`config.mk`:
```
export PLATFORM = sky130hd
export DESIGN_NAME = fp_sqrt_pipe_flat
export DESIGN_NICKNAME = d
export VERILOG_FILES = /design/src/rtl/fp_sqrt_pipe_if.sv /design/src/rtl/fp_sqrt_pipe.sv /design/src/flat_wrapper.sv
export SDC_FILE = /design/constraint.sdc
export NUM_CORES = 1
export LEC_CHECK = 0
export ABC_AREA = 1
export CORE_ASPECT_RATIO = 1.2
export CORE_MARGIN = 5
export CORE_UTILIZATION = 30
export CTS_CLUSTER_SIZE = 20
export DETAILED_ROUTE_END_ITERATION = 10
export PLACE_DENSITY = 0.46
export SLEW_MARGIN = 20
export SYNTH_ARGS = -nofsm -noshare
export SYNTH_HDL_FRONTEND = slang
export SYNTH_SLANG_ARGS = --single-unit
```
`constraint.sdc`:
```
create_clock -name CLK -period 4.71 [get_ports CLK]
set_clock_uncertainty 0.2 [all_clocks]
set_input_delay 1.413 -clock CLK [delete_from_list [all_inputs] [get_ports CLK]]
set_output_delay 1.413 -clock CLK [all_outputs]
set_load 0.03 [all_outputs]
```
`src/rtl/fp_sqrt_pipe_if.sv`:
```
// Handshake and status bundle for fp_sqrt_pipe. The slave modport is the
// square-root unit and the master modport is whatever feeds it.
interface fp_sqrt_pipe_if #(
   parameter int W = 16
);
   // Valid/ready handshake: a word moves only on a rising edge where valid and
   // ready are both high. Once valid is raised, the producer holds it and the
   // data stable until that edge. Ready may depend on state but never on valid.
   logic         IN_VALID;
   logic         IN_READY;
   logic [W-1:0] IN_DATA;
   logic         OUT_VALID;
   logic         OUT_READY;
   logic [W-1:0] OUT_DATA;
   logic         IS_NAN;
   logic         IS_PINF;
   logic         IS_NINF;
   logic         BUSY;
   logic [2:0]   state_dbg;

   modport master (
      output IN_VALID, IN_DATA, OUT_READY,
      input  IN_READY, OUT_VALID, OUT_DATA, IS_NAN, IS_PINF, IS_NINF, BUSY, state_dbg
   );

   modport slave (
      input  IN_VALID, IN_DATA, OUT_READY,
      output IN_READY, OUT_VALID, OUT_DATA, IS_NAN, IS_PINF, IS_NINF, BUSY, state_dbg
   );
endinterface

```
`src/rtl/fp_sqrt_pipe.sv`:
```
// Multi-cycle IEEE-style floating-point square root, one result bit per cycle.
// Define FP_SQRT_ROUND_EN for round-to-nearest; the default build truncates.
module fp_sqrt_pipe #(
   parameter int EXP_W = 5,
   parameter int MAN_W = 10
) (
   input  logic          CLK,
   input  logic          RST_N,
   fp_sqrt_pipe_if.slave bus
);
   localparam int W    = 1 + EXP_W + MAN_W;
   localparam int QW   = MAN_W + 2;
   localparam int XW   = 2 * QW;
   localparam int RW   = MAN_W + 5;
   localparam int CW   = $clog2(QW + 1);
   localparam int SHW  = $clog2(MAN_W + 1);
   localparam int EW   = EXP_W + SHW + 2;
   localparam int BIAS = (1 << (EXP_W - 1)) - 1;
   localparam logic [W-1:0] QNAN = {1'b1, {EXP_W{1'b1}}, 1'b1, {(MAN_W-1){1'b0}}};
`ifdef FP_SQRT_ROUND_EN
   localparam logic ROUND_EN = 1'b1;
`else
   localparam logic ROUND_EN = 1'b0;
`endif

   typedef enum logic [2:0] {
      S_IDLE   = 3'd0,
      S_DECODE = 3'd1,
      S_CALC   = 3'd2,
      S_ROUND  = 3'd3,
      S_DONE   = 3'd4
   } state_e;

   state_e           state_q, state_d;
   logic [W-1:0]     data_q, data_d;
   logic [XW-1:0]    rad_q, rad_d;
   logic [RW-1:0]    rem_q, rem_d;
   logic [QW-1:0]    root_q, root_d;
   logic [CW-1:0]    cnt_q, cnt_d;
   logic [EXP_W-1:0] exp_q, exp_d;
   logic [W-1:0]     out_data_q, out_data_d;
   logic             is_nan_q, is_nan_d;
   logic             is_pinf_q, is_pinf_d;

   logic             sign_w;
   logic [EXP_W-1:0] expf_w;
   logic [MAN_W-1:0] man_w;
   logic             exp_all1_w, exp_zero_w, man_zero_w;
   logic [SHW-1:0]   pos_w, sh_w;
   logic [MAN_W:0]   sig_w;
   logic [EW-1:0]    ue_w, ue_even_w, half_w;
   logic [QW-1:0]    rmant_w;
   logic [EXP_W-1:0] rexp_w;
   logic [RW-1:0]    r_sh_w, trial_w;
   logic [QW:0]      rnd_w;
   logic             unused_w;

   assign sign_w     = data_q[W-1];
   assign expf_w     = data_q[W-2:MAN_W];
   assign man_w      = data_q[MAN_W-1:0];
   assign exp_all1_w = &expf_w;
   assign exp_zero_w = ~|expf_w;
   assign man_zero_w = ~|man_w;

   // Highest set mantissa bit; only meaningful for a nonzero denormal.
   always_comb begin
      pos_w = '0;
      for (int i = 0; i < MAN_W; i++) begin
         if (man_w[i]) pos_w = SHW'(i);
      end
   end

   assign sh_w  = SHW'(MAN_W) - pos_w;
   assign sig_w = exp_zero_w ? ({1'b0, man_w} << sh_w) : {1'b1, man_w};
   assign ue_w  = exp_zero_w ? (EW'(1) - EW'(BIAS) - EW'(sh_w))
                             : (EW'(expf_w) - EW'(BIAS));

   // Odd exponents borrow one into the significand so the root halves exactly.
   assign rmant_w   = ue_w[0] ? {sig_w, 1'b0} : {1'b0, sig_w};
   assign ue_even_w = ue_w - EW'(ue_w[0]);
   assign half_w    = {ue_even_w[EW-1], ue_even_w[EW-1:1]};
   assign rexp_w    = EXP_W'(EW'(BIAS) + half_w);

   assign r_sh_w  = {rem_q[RW-3:0], rad_q[XW-1:XW-2]};
   assign trial_w = RW'({root_q, 2'b01});

   // Adding the guard at bit 0 carries into the fraction LSB when set.
   assign rnd_w    = {1'b0, root_q} + (QW+1)'(root_q[0] & ROUND_EN);
   assign unused_w = ^{rnd_w[QW-1], rnd_w[0], rem_q[RW-1:RW-2]};

   always_comb begin
      state_d    = state_q;
      data_d     = data_q;
      rad_d      = rad_q;
      rem_d      = rem_q;
      root_d     = root_q;
      cnt_d      = cnt_q;
      exp_d      = exp_q;
      out_data_d = out_data_q;
      is_nan_d   = is_nan_q;
      is_pinf_d  = is_pinf_q;
      unique case (state_q)
         S_IDLE: begin
            if (bus.IN_VALID) begin
               data_d    = bus.IN_DATA;
               is_nan_d  = 1'b0;
               is_pinf_d = 1'b0;
               state_d   = S_DECODE;
            end
         end
         S_DECODE: begin
            if (exp_all1_w && !man_zero_w) begin
               out_data_d            = data_q;
               out_data_d[MAN_W-1]   = 1'b1;
               is_nan_d              = 1'b1;
               state_d               = S_DONE;
            end else if (exp_zero_w && man_zero_w) begin
               out_data_d = data_q;
               state_d    = S_DONE;
            end else if (sign_w) begin
               out_data_d = QNAN;
               is_nan_d   = 1'b1;
               state_d    = S_DONE;
            end else if (exp_all1_w) begin
               out_data_d = data_q;
               is_pinf_d  = 1'b1;
               state_d    = S_DONE;
            end else begin
               rad_d   = {rmant_w, {QW{1'b0}}};
               rem_d   = '0;
               root_d  = '0;
               cnt_d   = '0;
               exp_d   = rexp_w;
               state_d = S_CALC;
            end
         end
         S_CALC: begin
            rad_d = rad_q << 2;
            if (r_sh_w >= trial_w) begin
               rem_d  = r_sh_w - trial_w;
               root_d = {root_q[QW-2:0], 1'b1};
            end else begin
               rem_d  = r_sh_w;
               root_d = {root_q[QW-2:0], 1'b0};
            end
            cnt_d = cnt_q + CW'(1);
            if (cnt_q == CW'(QW - 1)) state_d = S_ROUND;
         end
         S_ROUND: begin
            out_data_d = {1'b0, exp_q + EXP_W'(rnd_w[QW]), rnd_w[QW-2:1]};
            state_d    = S_DONE;
         end
         S_DONE: begin
            if (bus.OUT_READY) state_d = S_IDLE;
         end
         default: state_d = S_IDLE;
      endcase
   end

   always_ff @(posedge CLK or negedge RST_N) begin
      if (!RST_N) begin
         state_q    <= S_IDLE;
         data_q     <= '0;
         rad_q      <= '0;
         rem_q      <= '0;
         root_q     <= '0;
         cnt_q      <= '0;
         exp_q      <= '0;
         out_data_q <= '0;
         is_nan_q   <= 1'b0;
         is_pinf_q  <= 1'b0;
      end else begin
         state_q    <= state_d;
         data_q     <= data_d;
         rad_q      <= rad_d;
         rem_q      <= rem_d;
         root_q     <= root_d;
         cnt_q      <= cnt_d;
         exp_q      <= exp_d;
         out_data_q <= out_data_d;
         is_nan_q   <= is_nan_d;
         is_pinf_q  <= is_pinf_d;
      end
   end

   assign bus.IN_READY  = (state_q == S_IDLE);
   assign bus.OUT_VALID = (state_q == S_DONE);
   assign bus.BUSY      = (state_q != S_IDLE);
   assign bus.OUT_DATA  = out_data_q;
   assign bus.IS_NAN    = is_nan_q;
   assign bus.IS_PINF   = is_pinf_q;
   assign bus.IS_NINF   = 1'b0;
   assign bus.state_dbg = state_q;
endmodule

```
`src/flat_wrapper.sv`:
```
// flat-port wrapper written by rule: the top's interface ports become plain ports
module fp_sqrt_pipe_flat 
#(
   parameter int EXP_W = 5,
   parameter int MAN_W = 10
)
  (CLK, RST_N, bus_IN_VALID, bus_IN_DATA, bus_OUT_READY, bus_IN_READY, bus_OUT_VALID, bus_OUT_DATA, bus_IS_NAN, bus_IS_PINF, bus_IS_NINF, bus_BUSY, bus_state_dbg);
  fp_sqrt_pipe_if #(.W((1 + EXP_W + MAN_W))) bus_i ();
  input  logic CLK;
  input  logic RST_N;
  input wire logic [$bits(bus_i.IN_VALID)-1:0] bus_IN_VALID;
  input wire logic [$bits(bus_i.IN_DATA)-1:0] bus_IN_DATA;
  input wire logic [$bits(bus_i.OUT_READY)-1:0] bus_OUT_READY;
  output wire logic [$bits(bus_i.IN_READY)-1:0] bus_IN_READY;
  output wire logic [$bits(bus_i.OUT_VALID)-1:0] bus_OUT_VALID;
  output wire logic [$bits(bus_i.OUT_DATA)-1:0] bus_OUT_DATA;
  output wire logic [$bits(bus_i.IS_NAN)-1:0] bus_IS_NAN;
  output wire logic [$bits(bus_i.IS_PINF)-1:0] bus_IS_PINF;
  output wire logic [$bits(bus_i.IS_NINF)-1:0] bus_IS_NINF;
  output wire logic [$bits(bus_i.BUSY)-1:0] bus_BUSY;
  output wire logic [$bits(bus_i.state_dbg)-1:0] bus_state_dbg;
  assign bus_i.IN_VALID = bus_IN_VALID;
  assign bus_i.IN_DATA = bus_IN_DATA;
  assign bus_i.OUT_READY = bus_OUT_READY;
  assign bus_IN_READY = bus_i.IN_READY;
  assign bus_OUT_VALID = bus_i.OUT_VALID;
  assign bus_OUT_DATA = bus_i.OUT_DATA;
  assign bus_IS_NAN = bus_i.IS_NAN;
  assign bus_IS_PINF = bus_i.IS_PINF;
  assign bus_IS_NINF = bus_i.IS_NINF;
  assign bus_BUSY = bus_i.BUSY;
  assign bus_state_dbg = bus_i.state_dbg;
  fp_sqrt_pipe #(.EXP_W(EXP_W), .MAN_W(MAN_W)) u_core (.CLK(CLK), .RST_N(RST_N), .bus(bus_i));
endmodule
```
---- Yosys cells after proc, flatten, opt, wreduce, memory -nomap -nowiden ----
Cells that the tools add are included.
storage, ports and cells
  register bits after elaboration ......... 95
  bits of input ports ..................... 20
  output and inout port bits .............. 25
  word-level logic and storage cells ...... 115
cells by class
  add/sub/neg operators ................... 7
  $lt $le $gt $ge ......................... 1
  equal/unequal tests ..................... 16
  shift-type cells ........................ 1
  multiplexer cells ....................... 57
  bitwise logic cells ..................... 4
  reductions and logical operators ........ 19
operators by type and width
  cell                  number
  $mux W24              4
  $mux W13              5
  $mux W16              4
  $mux W12              5
  $mux W4               12
  $pmux W24 S2          1
  $pmux W16 S2          1
  $pmux W13 S2          1
  $pmux W12 S2          1
  $mux W3               7
  $ge A15 B14 Y1        1
  $pmux W3 S5           1
  $reduce_and A5 Y1     3
  $sub A13 B13 Y13      1
  $ne A2 B2 Y1 const B  6
  $mux W11              1
  $shl A10 B4 Y11       1
  $mux W1               10
  $reduce_or A10 Y1     1
  $pmux W4 S2           1
  $eq A3 B2 Y1 const B  2
  $mux W6               1
  $reduce_and A6 Y1     1
  $reduce_bool A2 Y1    3
  other kinds (23)      31

---- Logic depth before layout (Yosys ltp) ----
Gate-level depths: netlist of run 1.
  depth after elaboration ................. 18
  mapped depth ............................ 24
  mapped depth without buffers ............ 22

---- Worst setup path before layout of run 1 ----
Ideal clock, no wire load.
  path type ............................... reg-to-reg
  start point ............................. register u_core.data_q[2]
  end point ............................... register u_core.exp_q[4]
  setup time .............................. 0.117 ns
  arrival ................................. 2.768 ns
  required time ........................... 4.393 ns
  slack ................................... 1.625 ns
  stages on the path, launching flop included .. 23
  buffers on the path ..................... 2
  period minus slack after synthesis ...... 3.085 ns
  path through ............................ dfrtp_1 -> inv_2 -> nand2_1 -> nand2_1 -> nand2_1 -> nand2_1 -> nand2_1 -> nand2_2 -> nand2_4 -> buf_8 -> inv_4 -> ha_1 -> clkinv_1 -> nand2_1 -> nand3_1 -> and2_1 -> ha_1 -> clkbuf_1 -> o21ai_0 -> nand3b_1 -> nand2_1 -> nand3_1 -> nand2_1
between the ends
  word-level cells in the longest chain between the ends .. 13
  elaborated cells on any way between the ends .. 20
  those cells by class .................... 4 x add/sub; 9 x mux; 2 x bitwise; 5 x reduce/logical
RTL lines
  element                 RTL line             source
  from (decl)             fp_sqrt_pipe.sv:35   logic [W-1:0] data_q, data_d;
  from (signal assigned)  fp_sqrt_pipe.sv:174  data_q <= data_d;
  $mux W4 (8 in a row)    fp_sqrt_pipe.sv:69   if (man_w[i]) pos_w = SHW'(i);
  $sub A4 B4 Y4           fp_sqrt_pipe.sv:73   assign sh_w = SHW'(MAN_W) - pos_w;
  $sub A5 B5 Y6           fp_sqrt_pipe.sv:75   assign ue_w = exp_zero_w ? (EW'(1) - EW'(BIAS) - EW'(sh_w))
  $mux W6                 fp_sqrt_pipe.sv:75
  $sub A6 B1 Y6           fp_sqrt_pipe.sv:80   assign ue_even_w = ue_w - EW'(ue_w[0]);
  $add A5 B5 Y5           fp_sqrt_pipe.sv:82   assign rexp_w = EXP_W'(EW'(BIAS) + half_w);
  to (signal assigned)    fp_sqrt_pipe.sv:179  exp_q <= exp_d;
  to (decl)               fp_sqrt_pipe.sv:40   logic [EXP_W-1:0] exp_q, exp_d;
Several ways; a longest one is shown, not always the timed one.
A chain may end at the register's enable or synchronous reset.

---- Worst setup path in the final report of run 1 ----
Ends and elaborated chain as after synthesis.

==> out/results.txt, run 1 <==
H-tree depth -> 3
RSZ-0062 raised after global routing -> no
Capture point of the worst reg-to-reg path -> u_core.exp_q[4]
Final core utilization -> 36.1%
Layout area overhead -> 18.1%
Reg2reg path depth -> 20
First DRT Iteration DRCs -> 227
Cell family with most CP delay -> simple AND/OR/NAND/NOR gates
Post-Syn Nets -> 716
Largest net degree at the start of global routing -> 45
Most used cell, CP -> nand2_1
Die ar. -> 20,000 um2
First-pass GRT wire length -> 24.2 mm
Data required, critical path -> 4.74 ns
CORE AREA -> 16,900 um2
YS warnings -> 0
First drt pass iteration count -> 4
HP Class -> reg2reg
PD cells -> 858 nW/um2
Post-CTS setup buffer count -> 0
Vias in the first global route -> 4,530
Hold buffer count at cts -> 0
Final setup viols -> 0
Vias -> 4,612
Final period util -> 78.7%
Drt drc -> 0
Post-CTS resize count -> 0
GRT met2 Usage -> 25.8%
Distinct cell type count after synthesis -> 49
Hold Path Origin -> u_core.bus.OUT_DATA[11]
PortBufs -> 43
Hold path depth -> 2
Final wirelength -> 15.1 mm
CTS tree -> built
Height of the die -> 154 um
Leakage power -> 2.83 nW
Worst-Margin Slew -> 1.03 ns
# clock sinks -> 83
Largest stage delay on the critical path -> 0.55 ns
Crit path cell chain -> inv_2, nand2_1, nand2_1, nand2_1, nand2_1, nand2_1, nand2_2, nand2_4, inv_4, ha_1, clkinv_1, nand2_1, nand3_1, and2_1, ha_1, o21ai_0, nand3b_1, nand2_1, nand3_1, nand2_1
Main synth FF type -> dfrtp_1
CP startpoint kind -> flip-flop
Layout cells sized above 1 -> 8.89%
WHS Endpoint -> u_core.bus.OUT_DATA[11]
Worst-path clk slew -> 0.07 ns
Critical path fanouts, max -> 18
FF/Latch Area -> 2080 um2
Vias per cell -> 4.93
Max VDD drop -> 0.309 mV
Met3 Resource Use GR -> 2.01%
GR Util met1 -> 20.1%
Fin. max-slew vios -> 0
Wire length per cell -> 16.1 um
Register area share after synthesis -> 40.2%
Crit Path Class -> reg2reg
# Max-Cap Violations -> 0
Syn Inst Count -> 676
Multi-input gate area -> 2640 um2
Die Wd -> 130 um
Antenna violations before repair -> 0
Grt peak-use layer -> met2
Syn_area_per_cell -> 7.64 um2
Reg2reg setup slack -> 1.00 ns
NumNets Final -> 755
Critical path endpoint category -> flip-flop
Max Clk Rate -> 270 MHz
EDFF count, synth -> 0
Min cycle time layout -> 3.71 ns
Critical path arrival -> 3.73 ns
Antenna viol nets, final -> 0
Status -> finished clean
Final hold viol count -> 0
Async set-reset flop share out of synthesis -> 100%
Initial Utilization -> 30.5%
Slowest cell on the critical path -> ha_1
FF+latch count, synth -> 83
Grt total ovfl -> 0
CTS max path bufs -> 2
Netlist Area Pre-Place -> 5160 um2
CTS root buf -> clkbuf_16
Gpl congestion -> 0.890
Hpwl dp -> 11.7 mm
Rel. slew slack -> 31.5%
Std-Cell Rows -> 52
# IOs -> 45
Gr usage total -> 15.6%
Setup_tns -> 0 ns
Fillers -> 1,805
Crit path buffers/inverters -> 3
Clk Latency, worst-skew pair -> 0.34 ns
# diodes -> 0
CTS Buf Count -> 9
R2r startpoint -> u_core.data_q[2]
==> kinds of logic after synthesis <==
| group | share of synthesized area [%] |
|---|---|
| AO/OA/AOI/OAI | 19.1 |
| XOR/XNOR | 3.08 |
| adder cells (fa/ha/maj) | 4.84 |
| buffers and inverters | 8.82 |
| flip-flops | 40.2 |
| other | 0.0726 |
| AND/OR/NAND/NOR | 23.9 |
==> layout make-up <==
| class | count | area share [%] |
|---|---|---|
| clock buffers | 11 | 3.82 |
| clock inverters | 5 | 1.03 |
| inverters | 88 | 5.58 |
| multi-input cells | 483 | 43.2 |
| flip-flops and latches | 83 | 34.1 |
| well taps | 216 | 4.43 |
| repair buffers | 50 | 7.88 |
==> power by group <==
part           internal, W  total, W  switching (W)
Clock             0.000414  0.000716       0.000302
Combinational      0.00111   0.00329        0.00218
Sequential        0.000997   0.00123       0.000229
Total              0.00252   0.00523        0.00271
==> worst max path at each step <==
stage / from / to / slack [ns] / depth (start not counted)
6_report: u_core.data_q[2] / u_core.exp_q[4] / 1.00 / 20
5_1_grt: u_core.data_q[2] / u_core.exp_q[4] / 0.67 / 20
4_1_cts: u_core.data_q[2] / u_core.exp_q[4] / 1.02 / 20
3_5_place_dp: u_core.data_q[2] / u_core.exp_q[4] / 1.05 / 20
3_3_place_gp: u_core.data_q[2] / u_core.exp_q[4] / 1.17 / 20
2_1_floorplan: u_core.data_q[2] / u_core.exp_q[4] / 1.62 / 22
==> routing by layer <==
layer,share of wire [%],routed length (um)
met1,46,6980
met2,47,7090
met3,2.5,383
met4,4.0,607
met5,0,0
==> synth_stat cells, types with 2 or more instances <==
library cell | instances | area share (%)
and2_1 | 2 | 0.24
nor2_4 | 3 | 0.65
o21ai_0 | 58 | 5.6
inv_1 | 73 | 5.3
ha_1 | 20 | 4.8
nand3_1 | 25 | 2.4
inv_4 | 2 | 0.24
a31oi_1 | 5 | 0.61
nand2_4 | 3 | 0.65
a21o_1 | 2 | 0.29
a211oi_1 | 2 | 0.29
nand2_1 | 162 | 12
a22o_1 | 3 | 0.51
a22oi_1 | 9 | 1.3
nand3b_1 | 2 | 0.29
or2_2 | 2 | 0.24
inv_2 | 10 | 0.73
nand3_2 | 2 | 0.39
clkbuf_1 | 10 | 0.73
o22ai_1 | 18 | 2.2
xor2_1 | 10 | 1.7
nor3_1 | 6 | 0.58
a21oi_1 | 39 | 3.8
nor2_2 | 7 | 0.85
nor2_1 | 44 | 3.2
nand4_1 | 6 | 0.73
o21ai_1 | 20 | 1.9
buf_2 | 8 | 0.78
nand2_2 | 5 | 0.61
dfrtp_1 | 83 | 40
o21ai_2 | 2 | 0.34
xnor2_1 | 5 | 0.85
clkinv_1 | 2 | 0.15
o221ai_1 | 2 | 0.34
o211ai_1 | 10 | 1.5
==> placed cells by master, fill, tap and decap left out, types with 3 or more instances in the layout <==
cell type / synthesis / layout
nand2_1: 162 / 162
dfrtp_1: 83 / 83
inv_1: 73 / 73
o21ai_0: 58 / 58
nor2_1: 44 / 43
clkdlybuf4s50_1: 0 / 42
a21oi_1: 39 / 39
nand3_1: 25 / 25
o21ai_1: 20 / 20
ha_1: 20 / 20
o22ai_1: 18 / 18
inv_2: 10 / 10
xor2_1: 10 / 10
o211ai_1: 10 / 10
a22oi_1: 9 / 9
clkbuf_16: 0 / 9
nor2_2: 7 / 8
buf_4: 1 / 8
nor3_1: 6 / 6
nand4_1: 6 / 6
nand2_2: 5 / 5
a31oi_1: 5 / 5
xnor2_1: 5 / 5
nand2_4: 3 / 3
nor2_4: 3 / 3
a22o_1: 3 / 3
==> tightest hold or removal path, delay by kind of cell (launching register included) <==
kind,cells,cell delay (ns)
AND/OR/NAND/NOR,2,0.11
flip-flops,1,0.35
==> sequential cells by signal, summed over array words and instances (netlist names) <==
register,count
u_core.bus.state_dbg,3
u_core.rad_q,12
u_core.cnt_q,4
u_core.root_q,12
u_core.exp_q,5
u_core.data_q,16
u_core.rem_q,13
u_core.bus.IS_PINF,1
u_core.bus.IS_NAN,1
u_core.bus.OUT_DATA,16
==> metrics by stage <==
stage               total power (W)  area [um2]  hold slack [ns]  worst slack [ns]  instances
finish                      0.00523        6100            0.290              1.00        936
global route                0.00570        6100            0.315             0.673        936
CTS                         0.00528        6100            0.289              1.02        936
detailed placement          0.00453        5800            0.274              1.05        920
global placement            0.00452        5800            0.266              1.17        920
floorplan                   0.00363        5160            0.249              1.62        676
No activity file was read; power rests on OpenSTA's default activity.
==> run 2: changes to the inputs <==
PLACE_DENSITY = 0.48   (was 0.46)
clock period = 3.1 ns   (was 4.71 ns; I/O delays follow)
==> out/results.txt, run 2 (synthesis results as in run 1) <==
Placed Area -> 5920 um2 (+2.0%)
Final period util -> 96.3%
Height of the die -> 154 um (unchanged)
Final setup viols -> 0 (unchanged)
Critical path arrival -> 1.85 ns (-1.88 ns)
Rel. slew slack -> 63.1% (+32 points)
Hold Path Origin -> u_core.bus.OUT_DATA[13]
Max VDD drop -> 0.429 mV (+39%)
Largest net degree at the start of global routing -> 41 (-8.9%)
Crit Path Class -> reg2out
Worst-path clk slew -> 0.07 ns (about the same)
# clock sinks -> 83 (unchanged)
Antenna viol nets, final -> 0 (unchanged)
CTS Buf Count -> 9 (unchanged)
Vias -> 4,710 (+2.1%)
Gpl congestion -> 0.910 (+2.2%)
# diodes -> 0 (unchanged)
PD cells -> 1320 nW/um2 (+54%)
HP Class -> reg2reg
Max Clk Rate -> 335 MHz
Hold buffer count at cts -> 0 (unchanged)
Data required, critical path -> 1.97 ns (-2.77 ns)
CTS max path bufs -> 2 (unchanged)
PortBufs -> 43 (unchanged)
CTS tree -> built
Vias in the first global route -> 4,643 (+2.5%)
Critical path endpoint category -> output pin
Setup_tns -> 0 ns (unchanged)
Crit path launch -> u_core.bus.state_dbg[0]
Min cycle time layout -> 2.98 ns
Final hold viol count -> 0 (unchanged)
First DRT Iteration DRCs -> 206 (-9.3%)
NumNets Final -> 769 (+1.9%)
Antenna violations before repair -> 0 (unchanged)
Std-Cell Rows -> 52 (unchanged)
Fillers -> 1,793 (-0.66%)
CORE AREA -> 16,900 um2 (unchanged)
Drt drc -> 0 (unchanged)
Gr usage total -> 16.3% (+0.69 points)
CTS root buf -> clkbuf_16
Design Area, Final -> 6200 um2 (+1.6%)
Hpwl dp -> 12.4 mm (+5.9%)
Final core utilization -> 36.6% (+0.59 points)
Clk Latency, worst-skew pair -> 0.35 ns (about the same)
R2r startpoint -> u_core.data_q[3]
Die Wd -> 130 um (unchanged)
Critical path fanouts, max -> 3 (-15)
Layout cells sized above 1 -> 10.9% (+2.0 points)
Most frequent cells in the layout -> nand2_1 (162), dfrtp_1 (83), inv_1 (73), o21ai_0 (57), nor2_1 (42)
Place WS -> 0.269 ns (-0.784 ns)
First-pass GRT wire length -> 25.2 mm (+3.9%)
Status -> finished clean
Worst-Margin Slew -> 0.553 ns (-0.473 ns)
RSZ-0062 raised after global routing -> no
Final wirelength -> 15.8 mm (+4.7%)
# IOs -> 45 (unchanged)
Layout area overhead -> 20.0%
Setup ws final -> 0.116 ns (-0.889 ns)
H-tree depth -> 3 (unchanged)
Fin. max-slew vios -> 0 (unchanged)
CP startpoint kind -> flip-flop
Initial Utilization -> 30.5% (unchanged)
# Max-Cap Violations -> 0 (unchanged)
Wire length per cell -> 16.6 um (+3.2%)
First drt pass iteration count -> 5 (+1)
Die ar. -> 20,000 um2 (unchanged)
Leakage power -> 2.90 nW (+2.5%)
Post-CTS setup buffer count -> 0 (unchanged)
Grt total ovfl -> 0 (unchanged)
Commonest non-fill, non-tap cell in the layout -> nand2_1
Vias per cell -> 4.96 (+0.62%)
## run 2: changes by cell type in the layout (fill, tap and decap cells not counted), sizes merged
cell           change
clkbuf             -1
bufinv             -1
buf               +14
clkinvlp           -1
dlygate4sd2        +1
inv                +3
clkdlybuf4s50      -1
## run 2: layer usage
layer	up-vias	GRT usage [%]	wire length (um)
met5	-	0	0
met4	0	7.13	458
met3	27	2.19	566
met2	103	27.4	7810
met1	2238	20.6	6940
li1	2342	-	-
## run 2: where the power goes
group / switching [W] / total (W) / internal, W / leakage, nW
sequential: 0.000341 / 0.00185 / 0.00151 / 1.06
combinational: 0.00343 / 0.00527 / 0.00184 / 1.71
clock: 0.000498 / 0.00105 / 0.000554 / 0.134
## run 2: worst paths after layout
kind	end	cells past startpoint	slack [ns]
max	bus_OUT_VALID	4	0.12
min	u_core.bus.OUT_DATA[13]	2	0.29
max reg2reg	u_core.exp_q[4]	19	0.30
min reg2reg	u_core.bus.OUT_DATA[13]	2	0.29
max in group asynchronous	u_core.rem_q[9]	2	1.68
min in group asynchronous	u_core.bus.OUT_DATA[9]	1	0.36
## run 2: per-stage QoR
step | power [W] | std cells | hold slack, ns
6_report | 0.00817 | 950 | 0.286
5_1_grt | 0.00892 | 950 | 0.300
4_1_cts | 0.00823 | 950 | 0.294
3_5_place_dp | 0.00714 | 934 | 0.276
3_3_place_gp | 0.00711 | 934 | 0.272
2_1_floorplan | 0.00551 | 676 | 0.249
## run 2: what timing repair did
item                       in CTS  in global routing
setup endpoints to repair       2                  2
gates cloned                    0                  0
pin swaps                       0                  0
gates resized for setup         1                  2
## run 2: worst max-delay path, cell delays in order, from the launching register on
cell	delay [ns]
dfrtp_1	0.41
inv_1	0.09
nand2_1	0.05
nor2_1	0.23
clkdlybuf4s50_1	0.73
## run 2: final cells by class
cell class                      instances  area [um2]  area share, %
Clock buffer                           10         229           3.69
Clock inverter                          6        47.5          0.767
Inverter                               88         340           5.49
Multi-Input combinational cell        483        2640           42.6
Sequential cell                        83        2080           33.5
Tap cell                              216         270           4.36
Timing Repair Buffer                   64         597           9.63
==> run 3: changes to the inputs <==
ABC_AREA = unset   (was 1)
PLACE_DENSITY = 0.47   (was 0.48)
==> out/results.txt, run 3 <==
Status -> finished clean
# diodes -> 0 (unchanged)
Cell accounting for the most synthesized area -> dfrtp_1
CTS root buf -> clkbuf_16
Worst-Margin Slew -> 0.718 ns (+0.165 ns)
Netlist Area Pre-Place -> 5450 um2 (+5.5%)
Final setup viols -> 0 (unchanged)
Std-Cell Rows -> 54 (+3.8%)
Vias per cell -> 5.56 (+12%)
Hpwl dp -> 13.1 mm (+5.7%)
H-tree depth -> 3 (unchanged)
Die Wd -> 133 um (+2.5%)
# IOs -> 45 (unchanged)
Min cycle time layout -> 3.00 ns (+0.0129 ns)
Grt total ovfl -> 0 (unchanged)
Reg2reg setup slack -> 0.12 ns (-0.18 ns)
Post-Syn Nets -> 669 (-6.6%)
Layout area overhead -> 24.1%
Gpl congestion -> 0.917 (+0.74%)
Logic pwr share -> 66.8% (+2.4 points)
First drt pass iteration count -> 4 (-1)
CORE AREA -> 18,000 um2 (+6.6%)
Height of the die -> 158 um (+2.6%)
Clk network pwr share -> 12.0% (-0.9 points)
Async set-reset flop share out of synthesis -> 100% (unchanged)
PortBufs -> 43 (unchanged)
Vias -> 5,134 (+9.0%)
Flop pwr share -> 21.2% (-1.5 points)
Crit path cell chain -> nor3b_1, clkdlybuf4s50_1
Final core utilization -> 37.5% (+0.85 points)
Rel. slew slack -> 52.0% (-11 points)
Largest stage delay on the critical path -> 0.73 ns (about the same)
Yosys top cell area share -> 38.1% (-2.1 points)
Slowest cell on the critical path -> clkdlybuf4s50_1
Final hold viol count -> 0 (unchanged)
Worst-path clk slew -> 0.08 ns (about the same)
CP startpoint kind -> flip-flop
PD cells -> 1380 nW/um2 (+4.7%)
# Max-Cap Violations -> 0 (unchanged)
Wire length per cell -> 18.7 um (+13%)
P_int -> 0.00474 W (+21%)
YS warnings -> 0 (unchanged)
Most frequent cell after synthesis -> dfrtp_1
Leakage power -> 2.88 nW (-0.73%)
Ranking of synthesized cells by area -> dfrtp_1 (38%), o21ai_0 (4.7%), nand2_1 (4.6%), ha_1 (4.6%), nor2_1 (3.9%)
Antenna violations before repair -> 0 (unchanged)
Syn Inst Count -> 629 (-7.0%)
Critical path endpoint category -> output pin
First-pass GRT wire length -> 28.4 mm (+13%)
Syn_area_per_cell -> 8.67 um2 (+13%)
# clock sinks -> 83 (unchanged)
CTS Buf Count -> 9 (unchanged)
Post-CTS setup buffer count -> 0 (unchanged)
Synth top cells by count -> dfrtp_1 (83), nand2_1 (67), nor2_1 (56), o21ai_0 (51), nand3_1 (29)
Setup_tns -> 0 ns (unchanged)
Hold buffer count at cts -> 0 (unchanged)
Initial Utilization -> 30.2% (-0.31 points)
Max Clk Rate -> 334 MHz (-0.43%)
Commonest non-fill, non-tap cell in the layout -> dfrtp_1
Data required, critical path -> 1.97 ns (about the same)
CTS max path bufs -> 2 (unchanged)
CTS tree -> built
Final period util -> 96.7% (+0.42 points)
Drt drc -> 0 (unchanged)
FF+latch count, synth -> 83 (unchanged)
Max VDD drop -> 0.660 mV (+54%)
Main synth FF type -> dfrtp_1
EDFF count, synth -> 0 (unchanged)
Vias in the first global route -> 5,207 (+12%)
HP Class -> reg2reg
Critical path fanouts, max -> 8 (+5)
Final wirelength -> 17.2 mm (+9.3%)
Largest net degree at the start of global routing -> 41 (unchanged)
Gr usage total -> 16.9% (+0.65 points)
Die ar. -> 21,000 um2 (+5.1%)
Fin. max-slew vios -> 0 (unchanged)
First DRT Iteration DRCs -> 389 (+89%)
Crit Path Class -> reg2out
Most frequent cells in the layout -> dfrtp_1 (83), nand2_1 (67), nor2_1 (56), buf_4 (53), o21ai_0 (50)
Antenna viol nets, final -> 0 (unchanged)
Distinct cell type count after synthesis -> 75 (+53%)
Register area share after synthesis -> 38.1% (-2.1 points)
NetSw -> 0.00460 W (+7.7%)
NumNets Final -> 734 (-4.6%)
Sw Ratio -> 49.2% (-3.0 points)
Critical path arrival -> 1.87 ns (+0.02 ns)
Layout cells sized above 1 -> 15.5% (+4.6 points)
Clk Latency, worst-skew pair -> 0.35 ns (about the same)
[run 3: cell families (layout without fill, tap and decap cells)]
| family | after synthesis | in the layout | synth area share [%] |
|---|---|---|---|
| AO/OA/AOI/OAI | 188 | 188 | 24.0 |
| XOR/XNOR | 17 | 17 | 3.01 |
| adder cells (fa/ha/maj) | 20 | 20 | 4.59 |
| buffers and inverters | 70 | 140 | 5.28 |
| flip-flops | 83 | 83 | 38.1 |
| multiplexers | 24 | 24 | 4.89 |
| other | 1 | 1 | 0.0688 |
| AND/OR/NAND/NOR | 226 | 226 | 20.0 |
[run 3: area by class of cell]
type / instances / area (um2)
multi-input combinational: 476 / 3160
tap: 224 / 280
fill: 1865 / 11300
inverter: 28 / 105
clock buffer: 9 / 225
sequential: 83 / 2080
timing repair buffer: 96 / 841
clock inverter: 7 / 76.3
[run 3: repair_timing]
action / CTS / global route
gates resized for setup: 1 / 15
pin swaps: 0 / 2
setup endpoints to repair: 1 / 15
[run 3: per-stage QoR]
| stage | setup slack, ns | area (um2) | hold WS (ns) | cells | power (W) |
|---|---|---|---|---|---|
| global route | -0.0272 | 6760 | 0.312 | 923 | 0.0101 |
| global placement | 0.0787 | 6400 | 0.268 | 907 | 0.00802 |
| floorplan | 0.0849 | 5450 | 0.247 | 629 | 0.00600 |
| finish | 0.103 | 6760 | 0.283 | 923 | 0.00934 |
| detailed placement | -0.000432 | 6400 | 0.270 | 907 | 0.00804 |
| CTS | 0.0112 | 6710 | 0.289 | 923 | 0.00921 |
[run 3: worst paths after layout]
path                       depth (start not counted)                    start                 endpoint
max                                                2  u_core.bus.state_dbg[2]            bus_OUT_VALID
min                                                2  u_core.bus.OUT_DATA[12]  u_core.bus.OUT_DATA[12]
max reg2reg                                        9         u_core.data_q[5]         u_core.rad_q[22]
min reg2reg                                        2  u_core.bus.OUT_DATA[12]  u_core.bus.OUT_DATA[12]
max in group asynchronous                          2                    RST_N         u_core.root_q[5]
min in group asynchronous                          1                    RST_N         u_core.rem_q[12]
[run 3: power groups by stage]
stage | logic [W] | clock network, W | registers [W]
3_5_place_dp | 0.00605 | 0 | 0.00199
2_1_floorplan | 0.00394 | 0 | 0.00206
4_1_cts | 0.00609 | 0.00115 | 0.00197
6_report | 0.00624 | 0.00112 | 0.00198
3_3_place_gp | 0.00604 | 0 | 0.00198
5_1_grt | 0.00686 | 0.00119 | 0.00204
[run 3: per-layer routing]
layer	routed length, um	share of wire, %	track usage, %	up-vias
met2	8340	48	28.8	133
met5	0	0	0	-
met3	648	3.8	2.57	32
li1	-	-	-	2446
met1	7780	45	21.8	2523
met4	476	2.8	6.44	0
[run 3: worst max-delay path, delay by kind of cell (launching register included)]
family / cells / cell delay [ns]
flip-flops: 1 / 0.52
AND/OR/NAND/NOR: 1 / 0.27
buffers and inverters: 1 / 0.73
==> variant 1, RTL diff (settings of run 1) <==
Reset style: synchronous (`RST_N`), changed in one clocked block.
--- a/src/rtl/fp_sqrt_pipe.sv
+++ b/src/rtl/fp_sqrt_pipe.sv
@@ -157,7 +157,7 @@
       endcase
    end
 
-   always_ff @(posedge CLK or negedge RST_N) begin
+   always_ff @(posedge CLK) begin
       if (!RST_N) begin
          state_q    <= S_IDLE;
          data_q     <= '0;
Function: differs if RST_N is asserted again (counterexample within 4 cycles, from zero or initial values and one cycle with RST_N low); with RST_N held inactive, the same outputs for 10 cycles.
==> variant 1 against run 1 <==
- synthesized area shrank 5.7%
- sequential cell count did not move
- setup slack improved by 0.14 ns
- routed wire length decreased by 3.2%
- design area fell by 5.4%
- critical endpoint is now u_core.bus.OUT_DATA[3]
Power is left out: the tool's default activity adds up to more than one toggle a clock period on the data nets, which glitch-free logic cannot reach.
==> variant 1: results (changes against run 1) <==
stage;metric;value;unit;change
logic_synthesis;Post-Synthesis Net Count;753;;+5.2%
worst_setup_path;cell family with the largest share of critical-path delay;simple AND/OR/NAND/NOR gates;;
worst_hold_path;class of the most critical hold timing path;reg2reg;;
worst_setup_path;maximum fanout encountered on the critical timing path;40;;+22
final_layout;fraction of final layout cells sized beyond drive strength 1;0.0699;;-0.0190
logic_synthesis;top post-synthesis cells by area;dfxtp_1 (34%), a21oi_1 (12%), nand2_1 (11%), o21ai_0 (5.4%), ha_1 (5.1%);;
timing;Tightest Pin Transition;0.996;ns;-0.0301 ns
logic_synthesis;most frequently used cell type in the post-synthesis netlist;nand2_1;;
global_routing;number of antenna violations at the first check in global routing;0;;unchanged
logic_synthesis;Yosys warning total;0;;unchanged
logic_synthesis;most used flip-flop cell after synthesis;dfxtp_1;;
global_routing;pin count of the biggest net entering global routing;44;;-2.2%
clocking;setup fix buffers added after clock tree synthesis;0;;unchanged
worst_hold_path;capture endpoint of the worst hold path;u_core.rad_q[12];;
global_routing;global-route wire length before repair;24100;um;-0.71%
detailed_routing;violation count after the first detailed-route iteration;320;;+41%
worst_setup_path;endpoint of the lowest-slack register-to-register path;u_core.bus.OUT_DATA[3];;
worst_setup_path;number of cells on the worst reg-to-reg path;13;;-35%
placement;HPWL reported at the end of detailed placement;11100;um;-4.6%
timing;Final setup viols;0;;unchanged
logic_synthesis;share of synthesized flip-flops with an asynchronous set or reset;0;;-1.00
clocking;H-Tree Level Count;3;;unchanged
logic_synthesis;most used standard cells in the synthesized netlist;nand2_1 (142), a21oi_1 (115), dfxtp_1 (83);;
logic_synthesis;distinct cell type count after synthesis;43;;-12%
final_layout;Fill cells;1806;;+0.055%
worst_hold_path;hold path cells;2;;unchanged
clocking;clk_lat worst skew;0.34;ns;about the same
worst_setup_path;Reg2Reg Setup Slack;1.14;ns;+0.14 ns
logic_synthesis;fraction of the yosys area taken by sequential cells;0.341;;-0.0608
clocking;maximum number of buffers from clock root to sink;2;;unchanged
worst_setup_path;Crit path arrival time;3.59;ns;-0.14 ns
final_layout;final layout net count;781;;+3.4%
final_layout;# diodes;0;;unchanged
global_routing;GRT Total Usage;0.156;;+0.000162
clocking;clock slew at reported path FFs;0.06;ns;
clocking;TritonCTS buffer count;9;;unchanged
global_routing;vias in the first global route;4688;;+3.5%
worst_setup_path;launch instance of the worst register-to-register path;u_core.data_q[10];;
placement;GP Congestion;0.907;;+1.8%
clocking;Gates resized, CTS repair;0;;unchanged
worst_hold_path;hold path startpoint;u_core.rad_q[12];;
worst_setup_path;standard cell with the maximum stage delay on the critical path;nand4_1;;
clocking;CTS root buffer;clkbuf_16;;
detailed_routing;total detailed-routing wirelength;14600;um;-3.2%
run_status;result of the run;complete, no violations;;
detailed_routing;iteration count of the initial detailed-routing pass;5;;+1
worst_setup_path;crit-path max cell delay;0.59;ns;+0.04 ns
detailed_routing;vias per std cell;5.01;;+1.6%
placement;number of input and output port buffers inserted;43;;unchanged
==> variant 1: cell count changes after synthesis, sizes merged, moves of 10 or more <==
cell / delta
nand2: -23
o22ai: -13
o21ai: -10
nand3: +19
a21oi: +76
dfxtp: +83
dfrtp: -83
inv: -15
==> variant 1: how the worst max path moves through the flow <==
| stage | cells after the start | slack [ns] | startpoint | endpoint |
|---|---|---|---|---|
| final | 13 | 1.14 | u_core.data_q[10] | u_core.bus.OUT_DATA[3] |
| after detailed placement | 13 | 1.11 | u_core.data_q[10] | u_core.bus.OUT_DATA[3] |
| after floorplan | 4 | 1.65 | u_core.bus.state_dbg[0] | bus_BUSY |
| after global routing | 13 | 0.77 | u_core.data_q[10] | u_core.bus.OUT_DATA[3] |
| after CTS | 13 | 1.11 | u_core.data_q[10] | u_core.bus.OUT_DATA[0] |
| after global placement | 13 | 1.11 | u_core.data_q[10] | u_core.bus.OUT_DATA[0] |
==> variant 1: through the flow <==
step                cells  hold WS, ns  worst slack (ns)  utilization  cell area [sq um]
floorplan             713        0.240              1.65            -               4870
global placement      942        0.258              1.11        0.338               5440
detailed placement    942        0.261              1.11        0.338               5440
CTS                   956        0.270              1.11        0.359               5770
global route          956        0.280             0.770        0.359               5770
finish                956        0.268              1.14        0.359               5770
==> variant 1: area by class of cell <==
| type | count | area, sq um | share of cell area |
|---|---|---|---|
| clock buffer | 9 | 225 | 0.0390 |
| clock inverter | 5 | 104 | 0.0180 |
| inverter | 73 | 277 | 0.0479 |
| multi-input combinational | 526 | 2770 | 0.480 |
| sequential | 83 | 1660 | 0.288 |
| tap | 212 | 265 | 0.0460 |
| timing repair buffer | 48 | 468 | 0.0811 |
==> variant 1: worst min-delay path: cells and delay by family (launching register included) <==
family	cells	cell delay, ns
compound gates	1	0.06
flops	1	0.31
simple gates	1	0.06
==> variant 1: metal layers <==
layer / GRT usage / wire length [um]
met1: 0.199 / 6680
met2: 0.264 / 6970
met3: 0.0303 / 590
met4: 0.0520 / 352
met5: 0 / 0
==> variant 1: logic make-up after synthesis <==
family	Yosys count	share of synthesized area
XOR/XNOR	13	0.0234
buffers and inverters	104	0.0894
adder cells (fa/ha/maj)	20	0.0514
AO/OA/AOI/OAI	225	0.252
flip-flops	83	0.341
AND/OR/NAND/NOR	267	0.241
other	1	0.000770
==> variant 2, RTL diff (settings of run 1) <==
Without the edit above. `MAN_W` is set to 10 in 2 places; all go to 20.
--- a/src/rtl/fp_sqrt_pipe.sv
+++ b/src/rtl/fp_sqrt_pipe.sv
@@ -2,7 +2,7 @@
 // Define FP_SQRT_ROUND_EN for round-to-nearest; the default build truncates.
 module fp_sqrt_pipe #(
    parameter int EXP_W = 5,
-   parameter int MAN_W = 10
+   parameter int MAN_W = 20
 ) (
    input  logic          CLK,
    input  logic          RST_N,
--- a/src/flat_wrapper.sv
+++ b/src/flat_wrapper.sv
@@ -2,7 +2,7 @@
 module fp_sqrt_pipe_flat 
 #(
    parameter int EXP_W = 5,
-   parameter int MAN_W = 10
+   parameter int MAN_W = 20
 )
   (CLK, RST_N, bus_IN_VALID, bus_IN_DATA, bus_OUT_READY, bus_IN_READY, bus_OUT_VALID, bus_OUT_DATA, bus_IS_NAN, bus_IS_PINF, bus_IS_NINF, bus_BUSY, bus_state_dbg);
   fp_sqrt_pipe_if #(.W((1 + EXP_W + MAN_W))) bus_i ();
Ports: changed (resized bus_IN_DATA and bus_OUT_DATA); port bits go from 45 to 65. No check against the original RTL was run, so the function may have changed too.
==> variant 2 against run 1 <==
- setup slack worse by 0.31 ns
- sequential cell count up 51
- first-iteration DRC count up 140%
- synthesized area up 68%
- routed wire length up 85%
- design area up 70%
- non-clock buffer count up 31
- cell count up 77%
- utilization about the same
Power is left out: the tool's default activity adds up to more than one toggle a clock period on the data nets, which glitch-free logic cannot reach.
==> variant 2: results (changes against run 1) <==
stage;metric;value;unit;change
worst_hold_path;hold path startpoint;u_core.rem_q[21];;
placement;dpl cell area;9670;sq um;+67%
placement;GP Congestion;0.908;;+2.0%
timing;Tightest Pin Transition;0.897;ns;-0.129 ns
detailed_routing;via count;8080;;+75%
logic_synthesis;share of synthesized flip-flops with an asynchronous set or reset;1.00;;unchanged
detailed_routing;metal1 wirelength;12800;um;+83%
final_layout;Fill cells;3109;;+72%
worst_setup_path;crit-path max cell delay;0.42;ns;-0.13 ns
placement;number of input and output port buffers inserted;63;;+47%
detailed_routing;met2 WL post-DR;13600;um;+92%
placement;Placed Cells incl. Taps;1622;;+76%
logic_synthesis;Avg Inst Size Synth;7.16;sq um;-6.3%
global_routing;pin count of the biggest net entering global routing;67;;+49%
logic_synthesis;Post-Synthesis Net Count;1273;;+78%
worst_setup_path;number of cells on the worst reg-to-reg path;30;;+50%
logic_synthesis;fraction of the yosys area taken by sequential cells;0.387;;-0.0148
worst_setup_path;endpoint of the lowest-slack register-to-register path;u_core.rad_q[35];;
placement;pre-CTS worst setup slack;0.691;ns;-0.362 ns
worst_setup_path;standard cell with the maximum stage delay on the critical path;dfrtp_1;;
worst_setup_path;CP endpoint;u_core.rad_q[35];;
global_routing;vias in the first global route;8275;;+83%
detailed_routing;iteration count of the initial detailed-routing pass;5;;+1
timing;fraction of the cycle the final worst path needs;0.853;;+0.0665
final_layout;fraction of final layout cells sized beyond drive strength 1;0.0726;;-0.0163
global_routing;GRT Total Usage;0.177;;+0.0211
global_routing;global-route met2 utilization;0.296;;+0.0377
detailed_routing;met3 wirelength from detailed routing;922;um;+140%
worst_setup_path;maximum fanout encountered on the critical timing path;27;;+9
detailed_routing;total detailed-routing wirelength;27900;um;+85%
timing;hold slack final;0.285;ns;-0.00486 ns
clocking;clk_lat worst skew;0.43;ns;+0.09 ns
clocking;H-Tree Level Count;4;;+1
detailed_routing;violation count after the first detailed-route iteration;538;;+140%
run_status;result of the run;complete, no violations;;
clocking;maximum number of buffers from clock root to sink;2;;unchanged
logic_synthesis;most used standard cells in the synthesized netlist;nand2_1 (328), dfrtp_1 (134), nand3_1 (111);;
placement;HPWL reported at the end of detailed placement;21100;um;+80%
worst_setup_path;Crit path arrival time;4.19;ns;+0.46 ns
logic_synthesis;distinct cell type count after synthesis;50;;+2.0%
global_routing;met1 Use GR;0.235;;+0.0345
[variant 2: cell types whose count changed in the layout (fill, tap and decap cells not counted), moves of 40 or more]
cell	run 1	this run
nand2_1	162	328
nand3_1	25	110
dfrtp_1	83	134
a21oi_1	39	85
o21ai_0	58	104
nor2_1	43	83
[variant 2: layout make-up]
cell class	instances	area, sq um	area share
Clock buffer	19	443	0.0428
Clock inverter	12	225	0.0218
Inverter	122	458	0.0443
Multi-Input combinational cell	900	4600	0.445
Sequential cell	134	3350	0.324
Tap cell	385	482	0.0466
Timing Repair Buffer	81	779	0.0754
[variant 2: kinds of logic (layout without fill, tap and decap cells)]
logic type      after synthesis  after routing  share of synthesized area
buf+inv                     175            234                     0.0829
compound gates              271            271                      0.172
simple gates                572            572                      0.286
flops                       134            134                      0.387
other cells                   1              1                   0.000433
xor+xnor                     22             22                     0.0223
fa+ha+maj                    34             34                     0.0491
